`src/rtl/decoder_scan_ctrl_if.sv`:
```
// Control/status bundle between a scan controller and its host.
// The slave side is the controller; the master side drives the scan requests.
interface decoder_scan_ctrl_if #(
  parameter int unsigned DWELL_W = 8
);
  logic               start;
  logic               stop;
  logic               cont;
  logic [DWELL_W-1:0] dwell;
  logic [3:0]         line_en;
  logic               A1;
  logic               A0;
  logic               active;
  logic               busy;
  logic               step;
  logic               done;

  modport master (
    output start, stop, cont, dwell, line_en,
    input  A1, A0, active, busy, step, done
  );

  modport slave (
    input  start, stop, cont, dwell, line_en,
    output A1, A0, active, busy, step, done
  );
endinterface

```
`src/rtl/decoder_scan_ctrl.sv`:
```
// Sequential select source for a 2-to-4 decoder: visits each enabled line for a
// programmable dwell, either once or continuously. All outputs come straight from flops.
module decoder_scan_ctrl #(
  parameter int unsigned DWELL_W = 8
) (
  input logic                 clk,
  input logic                 rst,
  decoder_scan_ctrl_if.slave  bus
);

  typedef enum logic [1:0] {StIdle, StScan, StDone} state_e;

  state_e             state_q, state_d;
  logic [1:0]         addr_q, addr_d;
  logic               active_q, active_d;
  logic               busy_q, busy_d;
  logic               step_q, step_d;
  logic               done_q, done_d;
  logic [DWELL_W-1:0] cnt_q, cnt_d;
  logic [DWELL_W-1:0] reload_q, reload_d;
  logic [3:0]         mask_q, mask_d;
  logic               cont_q, cont_d;

  function automatic logic [1:0] lowest_idx(input logic [3:0] mask);
    logic [1:0] r;
    r = '0;
    for (int i = 3; i >= 0; i--) begin
      if (mask[i]) r = 2'(i);
    end
    return r;
  endfunction

  // Bit 2 flags that an enabled line exists above cur; bits 1:0 give its index.
  function automatic logic [2:0] next_idx(input logic [3:0] mask, input logic [1:0] cur);
    logic [2:0] r;
    r = '0;
    for (int i = 3; i >= 0; i--) begin
      if (mask[i] && (i > int'(cur))) r = {1'b1, 2'(i)};
    end
    return r;
  endfunction

  logic [2:0] nxt;
  assign nxt = next_idx(mask_q, addr_q);

  always_comb begin
    state_d  = state_q;
    addr_d   = addr_q;
    active_d = active_q;
    busy_d   = busy_q;
    step_d   = 1'b0;
    done_d   = 1'b0;
    cnt_d    = cnt_q;
    reload_d = reload_q;
    mask_d   = mask_q;
    cont_d   = cont_q;

    case (state_q)
      StIdle: begin
        if (bus.start && !bus.stop && (bus.line_en != 4'b0000)) begin
          mask_d   = bus.line_en;
          cont_d   = bus.cont;
          // A dwell of zero behaves as one cycle per line.
          reload_d = (bus.dwell == '0) ? '0 : bus.dwell - DWELL_W'(1);
          cnt_d    = reload_d;
          addr_d   = lowest_idx(bus.line_en);
          active_d = 1'b1;
          busy_d   = 1'b1;
          state_d  = StScan;
        end
      end
      StScan: begin
        if (bus.stop) begin
          state_d  = StIdle;
          active_d = 1'b0;
          busy_d   = 1'b0;
        end else if (cnt_q != '0) begin
          cnt_d = cnt_q - DWELL_W'(1);
        end else if (nxt[2]) begin
          addr_d = nxt[1:0];
          cnt_d  = reload_q;
          step_d = 1'b1;
        end else if (cont_q) begin
          addr_d = lowest_idx(mask_q);
          cnt_d  = reload_q;
          step_d = 1'b1;
        end else begin
          state_d  = StDone;
          active_d = 1'b0;
          done_d   = 1'b1;
        end
      end
      StDone: begin
        state_d = StIdle;
        busy_d  = 1'b0;
      end
      default: begin
        state_d  = StIdle;
        active_d = 1'b0;
        busy_d   = 1'b0;
      end
    endcase
  end

  always_ff @(posedge clk or posedge rst) begin
    if (rst) begin
      state_q  <= StIdle;
      addr_q   <= '0;
      active_q <= 1'b0;
      busy_q   <= 1'b0;
      step_q   <= 1'b0;
      done_q   <= 1'b0;
      cnt_q    <= '0;
      reload_q <= '0;
      mask_q   <= '0;
      cont_q   <= 1'b0;
    end else begin
      state_q  <= state_d;
      addr_q   <= addr_d;
      active_q <= active_d;
      busy_q   <= busy_d;
      step_q   <= step_d;
      done_q   <= done_d;
      cnt_q    <= cnt_d;
      reload_q <= reload_d;
      mask_q   <= mask_d;
      cont_q   <= cont_d;
    end
  end

  assign bus.A1     = addr_q[1];
  assign bus.A0     = addr_q[0];
  assign bus.active = active_q;
  assign bus.busy   = busy_q;
  assign bus.step   = step_q;
  assign bus.done   = done_q;

endmodule

```
`src/flat_wrapper.sv`:
```
// flat-port wrapper written by rule: the top's interface ports become plain ports
module decoder_scan_ctrl_flat 
#(
  parameter int unsigned DWELL_W = 8
)
  (clk, rst, bus_start, bus_stop, bus_cont, bus_dwell, bus_line_en, bus_A1, bus_A0, bus_active, bus_busy, bus_step, bus_done);
  decoder_scan_ctrl_if #(.DWELL_W(DWELL_W)) bus_i ();
  input logic clk;
  input logic rst;
  input wire logic [$bits(bus_i.start)-1:0] bus_start;
  input wire logic [$bits(bus_i.stop)-1:0] bus_stop;
  input wire logic [$bits(bus_i.cont)-1:0] bus_cont;
  input wire logic [$bits(bus_i.dwell)-1:0] bus_dwell;
  input wire logic [$bits(bus_i.line_en)-1:0] bus_line_en;
  output wire logic [$bits(bus_i.A1)-1:0] bus_A1;
  output wire logic [$bits(bus_i.A0)-1:0] bus_A0;
  output wire logic [$bits(bus_i.active)-1:0] bus_active;
  output wire logic [$bits(bus_i.busy)-1:0] bus_busy;
  output wire logic [$bits(bus_i.step)-1:0] bus_step;
  output wire logic [$bits(bus_i.done)-1:0] bus_done;
  assign bus_i.start = bus_start;
  assign bus_i.stop = bus_stop;
  assign bus_i.cont = bus_cont;
  assign bus_i.dwell = bus_dwell;
  assign bus_i.line_en = bus_line_en;
  assign bus_A1 = bus_i.A1;
  assign bus_A0 = bus_i.A0;
  assign bus_active = bus_i.active;
  assign bus_busy = bus_i.busy;
  assign bus_step = bus_i.step;
  assign bus_done = bus_i.done;
  decoder_scan_ctrl #(.DWELL_W(DWELL_W)) u_core (.clk(clk), .rst(rst), .bus(bus_i));
endmodule
```
`config.mk`:
```
export PLATFORM = sky130hd
export DESIGN_NAME = decoder_scan_ctrl_flat
export DESIGN_NICKNAME = d
export VERILOG_FILES = /design/src/rtl/decoder_scan_ctrl_if.sv /design/src/rtl/decoder_scan_ctrl.sv /design/src/flat_wrapper.sv
export SDC_FILE = /design/constraint.sdc
export NUM_CORES = 1
export LEC_CHECK = 0
export CELL_PAD_IN_SITES_DETAIL_PLACEMENT = 0
export CELL_PAD_IN_SITES_GLOBAL_PLACEMENT = 1
export CORE_ASPECT_RATIO = 0.8
export CORE_MARGIN = 1.5
export CORE_UTILIZATION = 44
export CTS_CLUSTER_DIAMETER = 120
export DETAILED_ROUTE_END_ITERATION = 16
export PLACE_DENSITY_LB_ADDON = 0.1
export SLEW_MARGIN = 30
export SYNTH_ARGS = -nofsm -noshare
export SYNTH_HDL_FRONTEND = slang
export SYNTH_SLANG_ARGS = --single-unit
export TNS_END_PERCENT = 10
```
`constraint.sdc`:
```
create_clock -name clk -period 3.3 [get_ports clk]
set_input_delay 0.99 -clock clk [delete_from_list [all_inputs] [get_ports clk]]
set_output_delay 0.99 -clock clk [all_outputs]
set_load 0.03 [all_outputs]
```
---- Word-level counts from Yosys, hierarchy flattened ----
Cells that the tools add are included.
word-level totals
  logic and storage cells ................. 92
  output and inout port bits .............. 6
  register bits after elaboration ......... 29
cells by class
  muxes and demuxes ....................... 48
  bitwise gates (word level) .............. 1
  $lt $le $gt $ge ......................... 3
  add/sub/neg operators ................... 2
  equality and inequality tests ........... 11
  reduce and logical (&&, ||, !) cells .... 17
operators with widths
  operator                                                                 count
  8-bit 2-to-1 mux                                                         6
  2-bit 2-to-1 mux                                                         18
  1-bit 2-to-1 mux                                                         16
  8-bit one-hot mux with 2 select lines                                    1
  8-bit by 1-bit subtractor with 8-bit output, second input constant       2
  5-bit AND reduction                                                      2
  3-bit 2-to-1 mux                                                         3
  3-bit inequality test, second input constant                             3
  8-bit zero test                                                          1
  2-bit one-hot mux with 2 select lines                                    2
  4-bit AND reduction                                                      2
  8-bit nonzero test                                                       1
  2-bit inequality test, second input constant                             3
  1-bit logical AND                                                        5
  2-bit > comparator, first input constant                                 2
  4-bit by 1-bit inequality test with 1-bit output, second input constant  1
  2-bit AND reduction                                                      2
  4-bit nonzero test                                                       1
  3-bit by 1-bit inequality test with 1-bit output, second input constant  1
  1-bit one-hot mux with 3 select lines                                    1
  2-bit by 1-bit equality test with 1-bit output, second input constant    1
  2-bit equality test, second input constant                               1
  1-bit by 2-bit > comparator with 1-bit output, first input constant      1
  2-bit zero test                                                          1
  other kinds (5)                                                          5

---- Logic depth before layout (Yosys ltp) ----
  word-level depth ........................ 9
  depth in mapped cells ................... 8

---- Worst setup path before layout ----
No wires, ideal clock.
  path type ............................... input to register
  from .................................... input port bus_dwell[0]
  to ...................................... register u_core.cnt_q[0]
  cell stages on the path ................. 7
  data arrival time ....................... 2197 ps
  setup slack ............................. 985 ps
  cell sequence ........................... inv_1 -> ha_1 -> nor4b_1 -> and2_1 -> nor3_1 -> nand2b_1 -> a21o_1
between the ends
  longest elaborated chain between the ends .. 4
ends and longest elaborated chain
  element                                                                                RTL line                  RTL
  from (decl)                                                                            flat_wrapper.sv:13        input wire logic [$bits(bus_i.dwell)-1:0] bus_dwell;
  8-bit by 1-bit subtractor with 8-bit output / 8-bit zero test (equally long branches)  decoder_scan_ctrl.sv:64   reload_d = (bus.dwell == '0) ? '0 : bus.dwell - DWELL_W'(1);
  8-bit 2-to-1 mux *                                                                     decoder_scan_ctrl.sv:64
  8-bit 2-to-1 mux *                                                                     decoder_scan_ctrl.sv:60   if (bus.start && !bus.stop && (bus.line_en != 4'b0000)) begin
  8-bit one-hot mux with 2 select lines *                                                decoder_scan_ctrl.sv:58   case (state_q)
  to (signal assigned)                                                                   decoder_scan_ctrl.sv:124  cnt_q <= cnt_d;
  to (decl)                                                                              decoder_scan_ctrl.sv:19   logic [DWELL_W-1:0] cnt_q, cnt_d;
Mark *: on every way between the ends. The rest lies on a longest branch, timed or not. The select of a mux whose other input is x is not followed.
A chain may end at the register's enable or synchronous reset.

---- Final worst setup path ----
Ends and elaborated chain as after synthesis.

==> impl_results.md <==
- YS warnings: 0
- Num ports: 23
- CTS Root Cell: clkbuf_8
- Relative slew slack: 0.569
- CTS tree: done
- Synth Register Bits: 29
- # H-tree levels: 2
- Max-cap violation count: 0
- Seq/Total Area, Yosys: 0.412
- TritonRoute pass-1 iters: 6
- Register area: 726 um2
- Crit-path max FO: 4
- Int Power: 0.813 mW
- Hold Path Class: flop to flop
- Grt ovf: 0
- Commonest non-fill, non-tap cell in the layout: nand2_1
- Placed cell count: 282
- Detailed placement HPWL: 3020 um
- Critical path endpoint category: flop
- Min-delay src: u_core.reload_q[1]
- Outcome: completed
- Commonest register cell after synthesis: dfrtp_1
- Area leader, netlist: dfrtp_1
- Synthesized area per cell: 8.56 um2
- # clock sinks: 29
- Die Y: 59.6 um
- Period Utilization, post-route: 0.833
- RR Endpoint: u_core.addr_q[1]
- Num rows: 20
- Clock share of power: 0.319
- Critical path class: input port to flop
- Fin nets: 255
- Vias per Instance: 5.41
- Initial antenna violation count: 0
- Hold_buf cts: 0
- Core area: 3830 um2
- Critical path buffer and inverter count: 2
- Die ar.: 4400 um2
- ANT nets after route: 0
- Leak: 0.931 nW
- Post-Syn Nets: 227
- Netlist cell types: 43
- DRT Wirelength: 4150 um
- Slowest cell on crit path: nor4b_1
- GRT Util Overall: 0.215
- CP top delay family: simple AND/OR/NAND/NOR gates
- RSZ-0062 raised after global routing: false
- Drt wl/cell: 14.3 um
- Top cell type's share of synthesized area: 0.412
- Worst slew pin tran: 0.637 ns
- CP required: 3.46 ns
- Hold Path End: u_core.reload_q[1]
- Worst IR Drop VDD: 0.245 mV
- Antenna fix cells: 0
- TNS Setup: 0 ns
- Final hold vios: 0
- Reg2reg path depth: 7
- Global-route wire length before repair: 7040 um
- Detailed-route via count: 1569
- Post-CTS Setup Inserts: 0
- Reg-to-reg setup timing slack: 0.81 ns
- Vias in the first global route: 1458
- Commonest cells after routing, fill and taps aside: nand2_1, dfrtp_1, clkdlybuf4s50_1
- Critical Path AT: 2.91 ns
- FMAX: 0.364 GHz
- Post-Syn Instances: 206
- Largest net degree at the start of global routing: 30
- # DRC: 0
- Proportion of layout cells with a drive suffix above 1: 0.0894
- Port bufs: 22
- Reg clk slew, reported paths: 0.06 ns
- Psw: 0.380 mW
- Async SR Flop Fraction: 1.00
- Switching Share: 0.318
- Top cells by area, synth: dfrtp_1, nand2_1, o21ai_0
- Footprint of the multi-input gates: 963 um2
- Crit start category: input port
- Initial DRC Count: 124
- Layout area overhead: 23.3%
- Post-Route Skew: 0.00817 ns
- Post-CTS sizing: 0
- Slew Viols, Final: 0
- CTS Buf Count: 5
- Chip width: 73.8 um
- Worst hold stages: 2
- Initial Util: 0.460
- Setup violators final: 0
- Number of synthesized flops with an enable pin: 0
- Cell area after synthesis: 1760 um2
- Combinational share of power: 0.270
- Non-Filler Instances: 290
- GP Congestion: 0.835
- PwrDens: 549 nW/um2
- Clk_lat worst skew: 0.28 ns
- Fillers: 365
- Critical path cell sequence: clkdlybuf4s50_1 > inv_1 > ha_1 > nor4b_1 > and2_1 > nor3_1 > nand2b_1 > a21o_1
- Max incr delay on CP: 0.54 ns
- Reg2reg start: u_core.cnt_q[0]
- Deepest clock path buffer count: 2
- Min Tclk post-route: 2.75 ns
- Seq pwr share: 0.410
[how the worst max path moves through the flow]
stage | from | endpoint | cells after the start
finish | bus_dwell[0] | u_core.cnt_q[0] | 8
global route | bus_dwell[0] | u_core.cnt_q[0] | 8
CTS | bus_dwell[0] | u_core.cnt_q[0] | 8
detailed placement | bus_dwell[0] | u_core.cnt_q[0] | 8
global placement | bus_dwell[0] | u_core.cnt_q[0] | 8
floorplan | bus_dwell[0] | u_core.cnt_q[0] | 7
[power groups by stage]
stage / Sequential (mW) / Clock, mW / Combinational, mW
3_5_place_dp: 0.494 / 0 / 0.322
5_1_grt: 0.503 / 0.401 / 0.365
4_1_cts: 0.489 / 0.390 / 0.323
2_1_floorplan: 0.494 / 0 / 0.211
3_3_place_gp: 0.492 / 0 / 0.316
6_report: 0.490 / 0.381 / 0.322
[cell families after synthesis]
group                    synth area share
multiplexers                       0.0497
adder cells (fa/ha/maj)            0.0284
AND/OR/NAND/NOR                     0.224
XOR/XNOR                           0.0199
AO/OA/AOI/OAI                       0.225
buffers and inverters              0.0419
flip-flops                          0.412
[area by class of cell]
cell class,instances,area share
timing repair buffer,27,0.119
sequential,29,0.334
tap,55,0.0317
inverter,11,0.0190
clock buffer,7,0.0397
multi-input combinational,160,0.443
clock inverter,1,0.0138
[flip-flops by register name, indices dropped and copies added (netlist names), 2 cells and up]
name	cells
u_core.mask_q	4
u_core.reload_q	8
u_core.addr_q	2
u_core.state_q	2
u_core.cnt_q	8
[cells in the mapped netlist (2+ instances only)]
cell,count
a31oi_1,5
mux2i_1,5
nor3_1,9
buf_2,2
nand3b_1,2
nor2b_1,6
nand2b_1,3
o21a_1,3
mux2_2,2
a21oi_1,14
clkbuf_1,3
a311oi_1,2
xnor2_1,3
nor4_1,2
nand2_1,35
dfrtp_1,29
inv_1,11
and2_1,2
o221ai_1,2
nor2_1,17
o211ai_1,5
ha_1,4
o22a_1,2
o21ai_0,18
nor4b_1,2
[per-stage QoR]
stage / hold slack [ns] / util / worst slack (ns) / power [mW] / area, um2
2_1_floorplan: 0.444 / - / 0.985 / 0.705 / 1760
3_3_place_gp: 0.459 / 0.537 / 0.394 / 0.808 / 2060
3_5_place_dp: 0.464 / 0.537 / 0.247 / 0.816 / 2060
4_1_cts: 0.479 / 0.568 / 0.542 / 1.20 / 2170
5_1_grt: 0.519 / 0.568 / 0.367 / 1.27 / 2170
6_report: 0.474 / 0.568 / 0.552 / 1.19 / 2170
[metal layers]
| metal | up-vias | GRT usage | share of wire |
|---|---|---|---|
| li1 | 793 | - | - |
| met1 | 728 | 0.327 | 0.53 |
| met2 | 44 | 0.301 | 0.41 |
| met3 | 4 | 0.0493 | 0.056 |
| met4 | 0 | 0.0661 | 0.010 |
| met5 | - | 0 | 0 |
[tightest hold or removal path, stage by stage, from the launching register on]
cell and delay [ns]:
dfrtp_1 0.34, nand2_1 0.05, nand2_1 0.05
Power figures use the tool's default switching activity.
==> edit: new RTL, same settings <==
`DWELL_W` is set to 8 in 3 places; all go to 6.
--- a/src/rtl/decoder_scan_ctrl_if.sv
+++ b/src/rtl/decoder_scan_ctrl_if.sv
@@ -2,5 +2,5 @@
 // The slave side is the controller; the master side drives the scan requests.
 interface decoder_scan_ctrl_if #(
-  parameter int unsigned DWELL_W = 8
+  parameter int unsigned DWELL_W = 6
 );
   logic               start;
--- a/src/rtl/decoder_scan_ctrl.sv
+++ b/src/rtl/decoder_scan_ctrl.sv
@@ -2,5 +2,5 @@
 // programmable dwell, either once or continuously. All outputs come straight from flops.
 module decoder_scan_ctrl #(
-  parameter int unsigned DWELL_W = 8
+  parameter int unsigned DWELL_W = 6
 ) (
   input logic                 clk,
--- a/src/flat_wrapper.sv
+++ b/src/flat_wrapper.sv
@@ -2,5 +2,5 @@
 module decoder_scan_ctrl_flat 
 #(
-  parameter int unsigned DWELL_W = 8
+  parameter int unsigned DWELL_W = 6
 )
   (clk, rst, bus_start, bus_stop, bus_cont, bus_dwell, bus_line_en, bus_A1, bus_A0, bus_active, bus_busy, bus_step, bus_done);
Ports: changed (resized bus_dwell); port bits go from 23 to 21. No check against the original RTL was run, so the function may have changed too.
==> edit against the original RTL <==
- die area down 12%
- sequential cell count decreased by 4
- wire length decreased by 22%
- setup slack worse by 180 ps
- critical path type unchanged
- final area is 17% lower
- via count is 19% lower
- final cell count shrank 24%
- critical path depth shrank 1
- worst hold slack improved by 52 ps
- synthesized cell count down 22%
- total power is 15% lower
- clock power decreased by 49%
- synthesized area shrank 13%
- combinational power rose by 13%
==> edit: results (changes against the original RTL) <==
| Metric | Value |
|---|---|
| Status | `complete, no violations` |
| H-tree levels | `1 (-1)` |
| Layout cell share with drive strength beyond 1 | `12.2% (+3.2 points)` |
| DRT iter0 DRCs | `61 (-51%)` |
| Met3 usage | `4.17% (-0.77 points)` |
| Crit path max-delay family | `compound AO/OA/AOI/OAI gates` |
| Placed cell areas | `1760 µm² (-15%)` |
| Synth top area cells | `dfrtp_1 41%, mux2_2 5.1%, nor2_1 3.7%` |
| WP data arrival | `3110 ps (+200 ps)` |
| R2R Setup Slk | `880 ps (+70 ps)` |
| NetSw | `376 µW (-0.96%)` |
| Wire per inst | `14.7 µm (+2.6%)` |
| Hold Crit Depth | `1 (-1)` |
| Metal3 WL | `169 µm (-28%)` |
| VDD IR max | `0.305 mV (+24%)` |
| CTS Buf Count | `3 (-2)` |
| Slew @ Worst Pin | `884 ps (+246 ps)` |
| Compound-Gate Fraction of Synth Area | `19.2% (-3.3 points)` |
| Hold Worst Slack | `526 ps (+52.0 ps)` |
| Leakage | `0.740 nW (-20%)` |
| Clock transition at path regs | `90 ps (+30 ps)` |
| R2R Path End | `u_core.addr_q[0]` |
| Vias | `1271 (-19%)` |
| # port buffers | `20 (-9.1%)` |
| Met2 Track Usage GR | `25.8% (-4.3 points)` |
==> edit: layout make-up <==
type                    count  area [µm²]
fillers                   272        1390
multi-input cells         118         821
flip-flops and latches     25         626
repair buffers             22         215
well taps                  40        50.0
inverters                  12        45.0
clock buffers               3        41.3
clock inverters             1        7.51
==> edit: logic make-up after synthesis <==
| logic type | after synthesis |
|---|---|
| AO/OA/AOI/OAI | 44 |
| flip-flops | 25 |
| adder cells (fa/ha/maj) | 4 |
| multiplexers | 13 |
| XOR/XNOR | 5 |
| AND/OR/NAND/NOR | 52 |
| buffers and inverters | 18 |
==> edit: worst max path at each step <==
stage,to,slack [ps],depth (start not counted)
finish,u_core.cnt_q[0],380,7
global route,u_core.cnt_q[0],200,7
CTS,u_core.cnt_q[0],360,7
detailed placement,u_core.cnt_q[0],90,7
global placement,u_core.cnt_q[0],140,7
floorplan,u_core.cnt_q[3],920,5
